<file path="src/rtl/dispatch_n_way16_if.sv">
`default_nettype none
// ============================================================================
// dispatch_n_way16_if: input stream, demux drive and per-lane handshake bundle
// Rev 1.0
// ============================================================================
interface dispatch_n_way16_if #(
  parameter int WAYS = 4
);
  localparam int SEL_WIDTH = $clog2(WAYS);

  logic [15:0]          in_data;
  logic                 in_valid;
  logic                 in_ready;
  logic [15:0]          dmx_in;
  logic [SEL_WIDTH-1:0] dmx_sel;
  logic [WAYS-1:0]      lane_valid;
  logic [WAYS-1:0]      lane_ready;
  logic [15:0]          sent_count;

  modport master (
    input  in_data, in_valid, lane_ready,
    output in_ready, dmx_in, dmx_sel, lane_valid, sent_count
  );

  modport slave (
    output in_data, in_valid, lane_ready,
    input  in_ready, dmx_in, dmx_sel, lane_valid, sent_count
  );
endinterface
`default_nettype wire

</file>
<file path="src/rtl/dispatch_n_way16.sv">
`default_nettype none
// ============================================================================
// dispatch_n_way16: round-robin steering of a 16-bit valid/ready stream onto WAYS lanes
// Rev 1.0
// ============================================================================
module dispatch_n_way16 #(
  parameter int WAYS      = 4,
  parameter bit SKIP_BUSY = 1'b0
) (
  input  logic               clk,
  input  logic               rst_n,
  dispatch_n_way16_if.master bus
);
  localparam int SEL_WIDTH = $clog2(WAYS);
  localparam int PAD_WAYS  = 1 << SEL_WIDTH;

  localparam logic [0:0] S_EMPTY = 1'b0;
  localparam logic [0:0] S_FULL  = 1'b1;

  logic [0:0]           state;
  logic [15:0]          word;
  logic [SEL_WIDTH-1:0] lane;
  logic [SEL_WIDTH-1:0] ptr;
  logic [SEL_WIDTH-1:0] target;
  logic [SEL_WIDTH-1:0] next_ptr;
  logic [15:0]          count;
  logic [PAD_WAYS-1:0]  ready_pad;
  logic                 full;
  logic                 held_ready;
  logic                 transfer;
  logic                 in_ready;
  logic                 accept;

  // Padding to a power of two keeps every select-width index in range
  assign ready_pad  = PAD_WAYS'(bus.lane_ready);
  assign full       = (state == S_FULL);
  assign held_ready = ready_pad[lane];
  assign transfer   = full && held_ready;
  assign in_ready   = rst_n && (!full || held_ready);
  assign accept     = bus.in_valid && in_ready;

  generate
    if (SKIP_BUSY) begin : g_skip
      localparam int IW = SEL_WIDTH + 1;
      logic          found;
      logic [IW-1:0] idx;

      always_comb begin
        target = ptr;
        found  = 1'b0;
        idx    = '0;
        for (int k = 0; k < WAYS; k++) begin
          idx = {1'b0, ptr} + IW'(k);
          if (idx >= IW'(WAYS)) begin
            idx = idx - IW'(WAYS);
          end
          if (!found && ready_pad[idx[SEL_WIDTH-1:0]]) begin
            target = idx[SEL_WIDTH-1:0];
            found  = 1'b1;
          end
        end
      end
    end else begin : g_strict
      assign target = ptr;
    end
  endgenerate

  // Explicit wrap so non-power-of-two lane counts never reach an invalid select
  assign next_ptr = (target == SEL_WIDTH'(WAYS - 1)) ? '0 : target + SEL_WIDTH'(1);

  always_ff @(posedge clk or negedge rst_n) begin
    if (!rst_n) begin
      state <= S_EMPTY;
      word  <= '0;
      lane  <= '0;
      ptr   <= '0;
      count <= '0;
    end else begin
      if (accept) begin
        state <= S_FULL;
        word  <= bus.in_data;
        lane  <= target;
        ptr   <= next_ptr;
      end else if (transfer) begin
        state <= S_EMPTY;
      end
      if (transfer) begin
        count <= count + 16'd1;
      end
    end
  end

  assign bus.in_ready   = in_ready;
  assign bus.dmx_in     = full ? word : 16'h0;
  assign bus.dmx_sel    = full ? lane : ptr;
  assign bus.sent_count = count;

  generate
    for (genvar i = 0; i < WAYS; i++) begin : g_lane
      assign bus.lane_valid[i] = full && (lane == SEL_WIDTH'(i));
    end
  endgenerate
endmodule
`default_nettype wire
</file>
<file path="src/flat_wrapper.sv">
// flat-port wrapper written by rule: the top's interface ports become plain ports
module dispatch_n_way16_flat 
#(
  parameter int WAYS      = 4,
  parameter bit SKIP_BUSY = 1'b0
)
  (clk, rst_n, bus_in_data, bus_in_valid, bus_lane_ready, bus_in_ready, bus_dmx_in, bus_dmx_sel, bus_lane_valid, bus_sent_count);
  dispatch_n_way16_if #(.WAYS(WAYS)) bus_i ();
  input  logic clk;
  input  logic rst_n;
  input wire logic [$bits(bus_i.in_data)-1:0] bus_in_data;
  input wire logic [$bits(bus_i.in_valid)-1:0] bus_in_valid;
  input wire logic [$bits(bus_i.lane_ready)-1:0] bus_lane_ready;
  output wire logic [$bits(bus_i.in_ready)-1:0] bus_in_ready;
  output wire logic [$bits(bus_i.dmx_in)-1:0] bus_dmx_in;
  output wire logic [$bits(bus_i.dmx_sel)-1:0] bus_dmx_sel;
  output wire logic [$bits(bus_i.lane_valid)-1:0] bus_lane_valid;
  output wire logic [$bits(bus_i.sent_count)-1:0] bus_sent_count;
  assign bus_i.in_data = bus_in_data;
  assign bus_i.in_valid = bus_in_valid;
  assign bus_i.lane_ready = bus_lane_ready;
  assign bus_in_ready = bus_i.in_ready;
  assign bus_dmx_in = bus_i.dmx_in;
  assign bus_dmx_sel = bus_i.dmx_sel;
  assign bus_lane_valid = bus_i.lane_valid;
  assign bus_sent_count = bus_i.sent_count;
  dispatch_n_way16 #(.WAYS(WAYS), .SKIP_BUSY(SKIP_BUSY)) u_core (.clk(clk), .rst_n(rst_n), .bus(bus_i));
endmodule
</file>
<file path="config.mk">
export PLATFORM = sky130hd
export DESIGN_NAME = dispatch_n_way16_flat
export DESIGN_NICKNAME = d
export VERILOG_FILES = /design/src/rtl/dispatch_n_way16_if.sv /design/src/rtl/dispatch_n_way16.sv /design/src/flat_wrapper.sv
export SDC_FILE = /design/constraint.sdc
export NUM_CORES = 1
export LEC_CHECK = 0
export CAP_MARGIN = 25
export CORE_ASPECT_RATIO = 1.2
export CORE_MARGIN = 2
export CORE_UTILIZATION = 45
export DETAILED_ROUTE_END_ITERATION = 6
export PLACE_DENSITY_LB_ADDON = 0.05
export SYNTH_ARGS = -nofsm -noshare
export SYNTH_HDL_FRONTEND = slang
export SYNTH_SLANG_ARGS = --single-unit
</file>
<file path="constraint.sdc">
create_clock -name clk -period 1.8 [get_ports clk]
set_input_delay 0.27 -clock clk [delete_from_list [all_inputs] [get_ports clk]]
set_output_delay 0.27 -clock clk [all_outputs]
set_load 0.02 [all_outputs]
</file>
Yosys cells after proc, flatten, opt, wreduce, memory -nomap -nowiden
Cells that the tools add are included.
{"block": "op_classes", "n_div": 0, "eq_ne": 4, "bitwise": 0, "n_addsub": 2, "shifts": 0, "magnitude_cmp": 1, "mux": 7, "reduce_logical": 11, "n_mul": 0}
{"op": "16-bit by 1-bit adder with 16-bit output, second input constant", "n": 1}
{"op": "16-bit two-way mux", "n": 1}
{"op": "1-bit logical AND", "n": 7}
{"op": "2-bit == test, second input constant", "n": 3}
{"op": "2-bit two-way mux", "n": 2}
{"op": "2-bit by 3-bit less-than comparator with 1-bit output, second input constant", "n": 1}
{"op": "1-bit two-way mux", "n": 3}
{"op": "2-bit by 1-bit adder with 2-bit output, second input constant", "n": 1}
{"op": "1-bit binary-select mux with 2-bit select", "n": 1}
{"op": "2-bit by 1-bit == test with 1-bit output, second input constant", "n": 1}
{"op": "2-bit zero test", "n": 1}
{"op": "2-bit nonzero test", "n": 1}
{"op": "1-bit zero test", "n": 1}
{"op": "1-bit logical OR", "n": 1}
{"block": "word_totals", "memories": 0, "romBits": 0, "elab_cells": 30, "input_bits": 23, "mem_bits_rw": 0, "latch_bits": 0, "regBits": 37, "out_inout_bits": 39}

Logic depth before layout (Yosys ltp)
{"block": "logic_depth", "depth_word": 6, "depth_mapped": 6, "ltp_nobuf": 4}

Least setup slack after synthesis
No wires, ideal clock.
{"block": "synth_timing", "path_kind": "reg-to-reg", "startpoint": "reg u_core.lane[1]", "endpoint": "reg u_core.word[10]", "required_time_ns": 1.675, "setup_ns": 0.125, "stages_incl_launch_ff": 7, "synth_period_minus_slack_ns": 1.625, "path_slack_ns": 0.175, "n_path_buf": 2, "arrival_ns": 1.500, "cell_sequence": "dfrtp_1 buf_6 mux2i_1 a22oi_2 and3_4 buf_6 mux2_4"}
{"block": "synth_via", "elab_chain_len": 5}
{"item": "start: declaration", "line": "dispatch_n_way16.sv:22", "text": "logic [SEL_WIDTH-1:0] lane;"}
{"item": "start signal: assignment", "line": "dispatch_n_way16.sv:82", "text": "lane <= target;"}
{"item": "1-bit binary-select mux with 2-bit select", "line": "dispatch_n_way16.sv:37", "text": "assign held_ready = ready_pad[lane];"}
{"item": "1-bit two-way mux (implied by the code)", "line": "dispatch_n_way16.sv:37"}
{"item": "1-bit logical OR", "line": "dispatch_n_way16.sv:39", "text": "assign in_ready = rst_n && (!full || held_ready);"}
{"item": "1-bit logical AND", "line": "dispatch_n_way16.sv:39"}
{"item": "1-bit logical AND", "line": "dispatch_n_way16.sv:40", "text": "assign accept = bus.in_valid && in_ready;"}
{"item": "end signal: assignment", "line": "dispatch_n_way16.sv:81", "text": "word <= bus.in_data;"}
{"item": "end: declaration", "line": "dispatch_n_way16.sv:21", "text": "logic [15:0] word;"}
No other way between the ends. The select of a mux whose other input is x is not followed.
A chain may end at the register's enable or synchronous reset.

Worst setup path after layout
{"block": "layout_timing", "startpoint": "reg u_core.lane[1]", "endpoint": "reg u_core.word[14]"}
Same word-level chain as after synthesis.

==> summary by stage <==
Floorplan
The die is between 70 and 80 um tall. The floorplan step defined a die boundary enclosing ~4600 um2. The initial utilization of the core area, before any placement, comes to 0.467. The region available for standard cell placement spans between 3000 and 4000 um2. 62 I/O pins were placed. After floorplanning, the core was divided into 25 placement rows.

From left edge to right edge, the die measures ~62 um.

Clock tree
The later pin in the worst-skew pair is clocked with a latency of 0.29 ns. Counting along the longest clock path gives a buffer depth of 2. The clock tree from TritonCTS is yes. In this run the clock root is driven by a clkbuf_8.

The number of levels the H-tree was split into is 2. Clock-pin slew was measured on the worst setup and hold paths at about 0.080 ns. The total of hold buffers inserted after clock tree synthesis is 0. CTS saw 37 sinks. The number of buffers added by the clock tree synthesis step is 5.

Global route
The number of global-route vias before repair was approximately 1,400. Across every metal layer, demand over resource in global routing totals 0.192. The global-route wire length before repair is about 6800 um. The total overflow reported by the global router is 0. The pin count of the biggest net entering global routing is 38. The number of antenna violations at the first check in global routing was 0.

STA
The worst slew margin relative to its limit is 0.692. The worst path needs 1.76 ns of the cycle, external delays included. Setup violations remaining at the end of the flow were counted as 0. The sum of negative setup slack is 0 ns. The hold violation count in the final report is 0.

The number of pins exceeding their max-slew limit in the final report is 0. For the pin with the worst max-slew slack, the measured transition is around 0.46 ns. The period utilization is 0.981. The fmax is between 500 and 600 MHz. Setup repair after global routing could not meet its margin everywhere. For the final database, setup skew stands at about 0.006 ns.

Yosys
The average footprint of a synthesized cell is 13.1 um2. Of the total synthesized cell area, the portion taken by full adders, half adders and majority gates is 0.0136. The count of warnings emitted by yosys is 0.

The share of the Yosys chip area taken by registers is 0.503. By area, the combinational part of the netlist is dominated by multiplexers. Synthesis inferred 37 register bits. The cell count after synthesis is between 100 and 150.

The fraction of the mapped netlist area in compound gates is 0.0129. The cell area after synthesis is 1840 um2. The share of synthesized cell area in and, or, nand and nor gates is 0.171. The post-synthesis share of cell area spent on xor and xnor gates is 0.0714. The share of synthesized area spent on multiplexers is 0.197. The number of nets produced by synthesis is 165. The count of unique library cells instantiated by Yosys is 26.

Power and ir drop
The share of total power dissipated in the clock network is 0.206. The power per cell area is around 1500 nW/um2. The switching share of power is 0.340. The cell internal power dissipation is 0.00275 W. The peak supply drop is between 0.7 and 0.8 mV.

The design draws about 0.0042 W. The sequential cell fraction of total power is 0.318. Of the total power, combinational logic draws 0.476. The static leakage is between 1 and 1.5 nW.

Summed over all nets, the switching power comes to 0.00141 W.

Finish
The proportion of layout cells with a drive suffix above 1 is 0.267. Once layout is complete, the cells apart from fillers number around 280. Fill cells in the final layout number roughly 320.

The final antenna diode count is 0. The net count reported at finish is ~250. From synthesis to final layout, the design area changed by 49.5%.

Route
The wire length reported by the detailed router is roughly 4200 um. The total number of vias is 1,351. The remaining antenna violation count after routing is 0.

The remaining routing DRC violations is 0. The number of vias per cell after detailed routing is ~4.9. In the final routed layout, each cell accounts on average for 15.1 um. The number of violations reported at the end of detailed-routing iteration 0 is 70. The number of iterations in the first detailed-routing pass is 3.

Place
The total of buffers placed on input and output ports is 61. The final weighted congestion of routability-driven global placement is between 0.7 and 0.8. After detailed placement, the design holds a cell count of 263. Once detailed placement completed, the half-perimeter wirelength came to 2990 um.

Worst setup path
The data required time of the critical path is ~2.0 ns. The endpoint kind of the worst setup timing path is a flip-flop. Measured in cells, the most critical reg-to-reg path has a length of 6. The critical path data arrival time is 1.94 ns. Walking the worst path, the cells encountered are mux2i_2 -> a22oi_2 -> buf_4 -> and3_4 -> clkbuf_16 -> mux2_4. The worst reg2reg path endpoint is u_core.word[14]$_DFFE_PN0P_. The startpoint of the lowest-slack register-to-register path is u_core.lane[1]$_DFFE_PN0P_. The delay of the slowest cell on the worst path is ~0.45 ns. Among all stages on the critical path, the largest delay is contributed by dfrtp_2.

Along the worst path, the maximum fanout reaches 6. The setup slack of the most critical reg-to-reg path is around 0.035 ns. The launching element type of the critical path is a flip-flop. The critical path is of the reg -> reg type.

Hold path
In this run the worst hold path is classified as in -> async.

Run
The number of max-cap violations is 0.

Run status
The run finished with clean final reports.
-- power by group through the flow --
stage	registers, W	logic [W]	clock network, W
after CTS	0.00132	0.00192	0.000877
after global routing	0.00137	0.00212	0.000924
final	0.00132	0.00198	0.000857
after floorplan	0.00134	0.00112	0
after detailed placement	0.00132	0.00206	0
after global placement	0.00130	0.00201	0
-- cell usage in the layout, fill, tap and decap left out, drive strengths merged, types with 2 or more instances in the layout --
cell	count
nor2	3
dlygate4sd2	19
clkdlybuf4s15	3
nand4	2
xnor2	13
nand2	6
bufinv	2
xor2	2
clkbuf	7
mux2i	2
nand3	6
ha	2
nand2b	2
mux2	22
and4	4
and3	7
buf	18
dfrtp	37
clkdlybuf4s50	37
and2	20
-- final cells by class --
class | instances | area, um2 | share of cell area
clock inverters | 3 | 65.1 | 0.0237
inverters | 1 | 3.75 | 0.00136
multi-input cells | 96 | 865 | 0.314
repair buffers | 79 | 753 | 0.274
clock buffers | 5 | 68.8 | 0.0250
well taps | 54 | 67.6 | 0.0246
flip-flops and latches | 37 | 927 | 0.337
-- critical path, delay by kind of cell (launching register included) --
family          cells  cell delay (ns)
buf+inv             2             0.31
flops               1             0.45
simple gates        1             0.24
mux                 2             0.47
compound gates      1             0.18
-- worst max path at each step --
stage,from,end,cells after the start
CTS,u_core.lane[1]$_DFFE_PN0P_,bus_in_ready,4
global placement,bus_lane_ready[3],bus_in_ready,5
global route,u_core.lane[1]$_DFFE_PN0P_,u_core.word[0]$_DFFE_PN0P_,6
finish,u_core.lane[1]$_DFFE_PN0P_,u_core.word[14]$_DFFE_PN0P_,6
detailed placement,bus_lane_ready[1],bus_in_ready,5
floorplan,u_core.lane[1]$_DFFE_PN0P_,u_core.word[10]$_DFFE_PN0P_,6
-- through the flow --
stage | utilization | hold slack, ns | setup WS (ns) | area [um2]
6_report | 0.698 | 0.0728 | 0.0350 | 2750
5_1_grt | 0.698 | 0.107 | -0.0202 | 2750
4_1_cts | 0.683 | 0.0954 | -0.119 | 2690
3_5_place_dp | 0.654 | 0.416 | -0.313 | 2580
3_3_place_gp | 0.654 | 0.404 | -0.303 | 2580
2_1_floorplan | - | -0.0256 | 0.175 | 1840
-- timing repair --
| item | in CTS | in global routing |
|---|---|---|
| gates resized for setup | 25 | 9 |
| setup buffers | 0 | 3 |
| gates cloned | 0 | 1 |
| setup endpoints to repair | 23 | 24 |
| pin swaps | 0 | 1 |
-- kinds of logic after synthesis --
kind of cell             Yosys count
AO/OA/AOI/OAI                      3
adder cells (fa/ha/maj)            2
buffers and inverters              7
XOR/XNOR                          15
multiplexers                      25
AND/OR/NAND/NOR                   51
flip-flops                        37
-- Yosys cell counts --
| master | instances | area share |
|---|---|---|
| and3_1 | 6 | 0.020 |
| o22ai_1 | 1 | 0.0034 |
| xnor2_1 | 13 | 0.062 |
| inv_1 | 1 | 0.0020 |
| ha_1 | 2 | 0.014 |
| nand4_1 | 2 | 0.0068 |
| buf_6 | 4 | 0.024 |
| nand3_1 | 5 | 0.014 |
| and3_4 | 1 | 0.0061 |
| mux2i_1 | 2 | 0.011 |
| mux4_2 | 1 | 0.012 |
| nor2_1 | 3 | 0.0061 |
| nand2b_1 | 2 | 0.0068 |
| nand2_1 | 4 | 0.0082 |
| mux2_2 | 3 | 0.018 |
| and2b_1 | 1 | 0.0041 |
| xor2_1 | 2 | 0.0095 |
| o21ai_0 | 1 | 0.0027 |
| a22oi_2 | 1 | 0.0068 |
| dfrtp_1 | 37 | 0.50 |
| mux2_4 | 19 | 0.16 |
| nand2_2 | 2 | 0.0068 |
| and4_1 | 4 | 0.019 |
| clkbuf_1 | 2 | 0.0041 |
| nand3_2 | 1 | 0.0054 |
| and2_1 | 20 | 0.068 |
-- metal layers --
layer	track usage	part of all wire	wire length (um)
met2	0.327	0.51	2120
met4	0.0963	0.021	88
met3	0.0666	0.061	255
met1	0.220	0.41	1700
met5	0	0	0
-- registers in the layout (all words and copies together) (netlist names) --
| register | count |
|---|---|
| u_core.full | 1 |
| u_core.lane | 2 |
| u_core.ptr | 2 |
| u_core.bus.sent_count | 16 |
| u_core.word | 16 |
(Power assumes the default switching activity.)
==> RTL change (same settings) <==
`WAYS` is set to 4 in 3 places; all go to 2.
--- a/src/rtl/dispatch_n_way16_if.sv
+++ b/src/rtl/dispatch_n_way16_if.sv
@@ -4,7 +4,7 @@
 // Rev 1.0
 // ============================================================================
 interface dispatch_n_way16_if #(
-  parameter int WAYS = 4
+  parameter int WAYS = 2
 );
   localparam int SEL_WIDTH = $clog2(WAYS);
 
--- a/src/rtl/dispatch_n_way16.sv
+++ b/src/rtl/dispatch_n_way16.sv
@@ -4,7 +4,7 @@
 // Rev 1.0
 // ============================================================================
 module dispatch_n_way16 #(
-  parameter int WAYS      = 4,
+  parameter int WAYS      = 2,
   parameter bit SKIP_BUSY = 1'b0
 ) (
   input  logic               clk,
--- a/src/flat_wrapper.sv
+++ b/src/flat_wrapper.sv
@@ -1,7 +1,7 @@
 // flat-port wrapper written by rule: the top's interface ports become plain ports
 module dispatch_n_way16_flat 
 #(
-  parameter int WAYS      = 4,
+  parameter int WAYS      = 2,
   parameter bit SKIP_BUSY = 1'b0
 )
   (clk, rst_n, bus_in_data, bus_in_valid, bus_lane_ready, bus_in_ready, bus_dmx_in, bus_dmx_sel, bus_lane_valid, bus_sent_count);
Interface: changed (resized bus_dmx_sel, bus_lane_ready and bus_lane_valid); port bits go from 62 to 57. The function was not compared with the original's and may differ.
==> RTL change against the unedited design <==
- the flow now finishes with violations (design-rule violations)
- synthesized area is 13% lower
- design area is 16% lower
- total power decreased by 35%
- largest power group is now sequential cells
- critical endpoint is now bus_in_ready
- first-iteration DRC count fell by 63%
- sequential cell count is 2 lower
- wire length down 22%
- worst setup slack better by 0.047 ns
- combinational power shrank 48%
==> RTL change: results <==
metrics = {
    "route": {
        "vias": 1173,
        "drt-initial-drc-count": 26,
        "first_pass_iters": 6,
        "remaining_drc_errors": 4,
        "routed_wl_mm": 3.26,
    },
    "place": {
        "gp_congestion": 0.784,
        "dp_hpwl_mm": 2.44,
    },
    "layout": {
        "fill_cells": 270,
        "drive_gt1_frac": 0.190,
    },
    "logic_synthesis": {
        "synth_seq_area_share": 0.544,
        "synth_nets": 150,
        "synthTopCellsByArea": "dfrtp_1 54%, mux2_4 8.4%, mux2_2 7.7%",
        "synthTopCellsByCount": "35 x dfrtp_1, 19 x and2_1, 13 x xnor2_1",
    },
    "outcome": {
        "status": "finished with violations",
        "violations": "design-rule violations",
    },
    "setup_path": {
        "r2r_start": "u_core.lane",
        "cp.arrival_ns": 1.45,
        "rr_endpoint": "u_core.bus.sent_count[12]",
        "cp-startpoint": "bus_lane_ready[1]",
        "reg2reg_slack_ns": 0.23,
        "crit_path_end": "bus_in_ready",
    },
    "grt": {
        "grt_pass1_wl_mm": 5.71,
        "grt_util_all_layers": 0.185,
        "grt_pass1_vias": 1264,
    },
    "power": {
        "peakVddDrop_mv": 0.690,
        "power_leakage_uw": 0.00105,
    },
    "clocking": {
        "clk_latency_ns": 0.29,
    },
    "timing": {
        "finClkSkew_ns": 0.00726,
    },
}
## RTL change: worst min path at each step
stage	end	slack (ns)
finish	u_core.bus.sent_count[6]	0.05
global route	u_core.bus.sent_count[6]	0.09
CTS	u_core.bus.sent_count[7]	0.06
detailed placement	u_core.bus.sent_count[6]	0.38
global placement	u_core.bus.sent_count[7]	0.37
floorplan	u_core.bus.sent_count[0]	-0.03
## RTL change: per-stage QoR
| stage | util | std cells | setup TNS [ns] | total power (uW) | worst slack (ns) |
|---|---|---|---|---|---|
| 6_report | 0.679 | 232 | 0 | 2690 | 0.0815 |
| 5_1_grt | 0.679 | 232 | 0 | 2850 | 0.0381 |
| 4_1_cts | 0.679 | 232 | 0 | 2730 | 0.0723 |
| 3_5_place_dp | 0.662 | 224 | -0.452 | 2250 | -0.147 |
| 3_3_place_gp | 0.662 | 224 | -0.101 | 2220 | -0.101 |
| 2_1_floorplan | - | 128 | 0 | 1730 | 0.292 |
## RTL change: where the power goes
group / switching (uW) / internal, uW / total (uW)
clock network: 277 / 272 / 549
registers: 149 / 975 / 1120
logic: 472 / 547 / 1020
total: 898 / 1790 / 2690
## RTL change: final cells by class
type                            instances  area (um2)  share of cell area
Multi-Input combinational cell         88         702               0.304
Tap cell                               37        46.3              0.0201
Timing Repair Buffer                   63         596               0.258
Clock buffer                            7        76.3              0.0331
Inverter                                1        3.75             0.00163
Sequential cell                        35         877               0.380
Clock inverter                          1        5.00             0.00217
## RTL change: routing by layer
layer | global-route usage | up-vias | routed length (um)
met5 | 0 | - | 0
met4 | 0.0783 | 0 | 55
met3 | 0.0690 | 6 | 209
met2 | 0.312 | 36 | 1720
met1 | 0.204 | 574 | 1280
li1 | - | 557 | -
## RTL change: what timing repair did
item	in CTS	in global routing
resized for setup	21	0
endpoints found under the setup margin	20	0
setup buffers	0	0
## RTL change: critical path: stages
cell and delay, ns:
clkdlybuf4s50_1 0.43, mux2i_1 0.20, nand2_1 0.09, and2_1 0.16, dlygate4sd2_1 0.31
## RTL change: logic make-up after synthesis
kind of cell,share of synthesized area
compound gates,0.0101
xor+xnor,0.0871
fa+ha+maj,0.00777
buf+inv,0.0194
flops,0.544
mux,0.167
simple gates,0.164
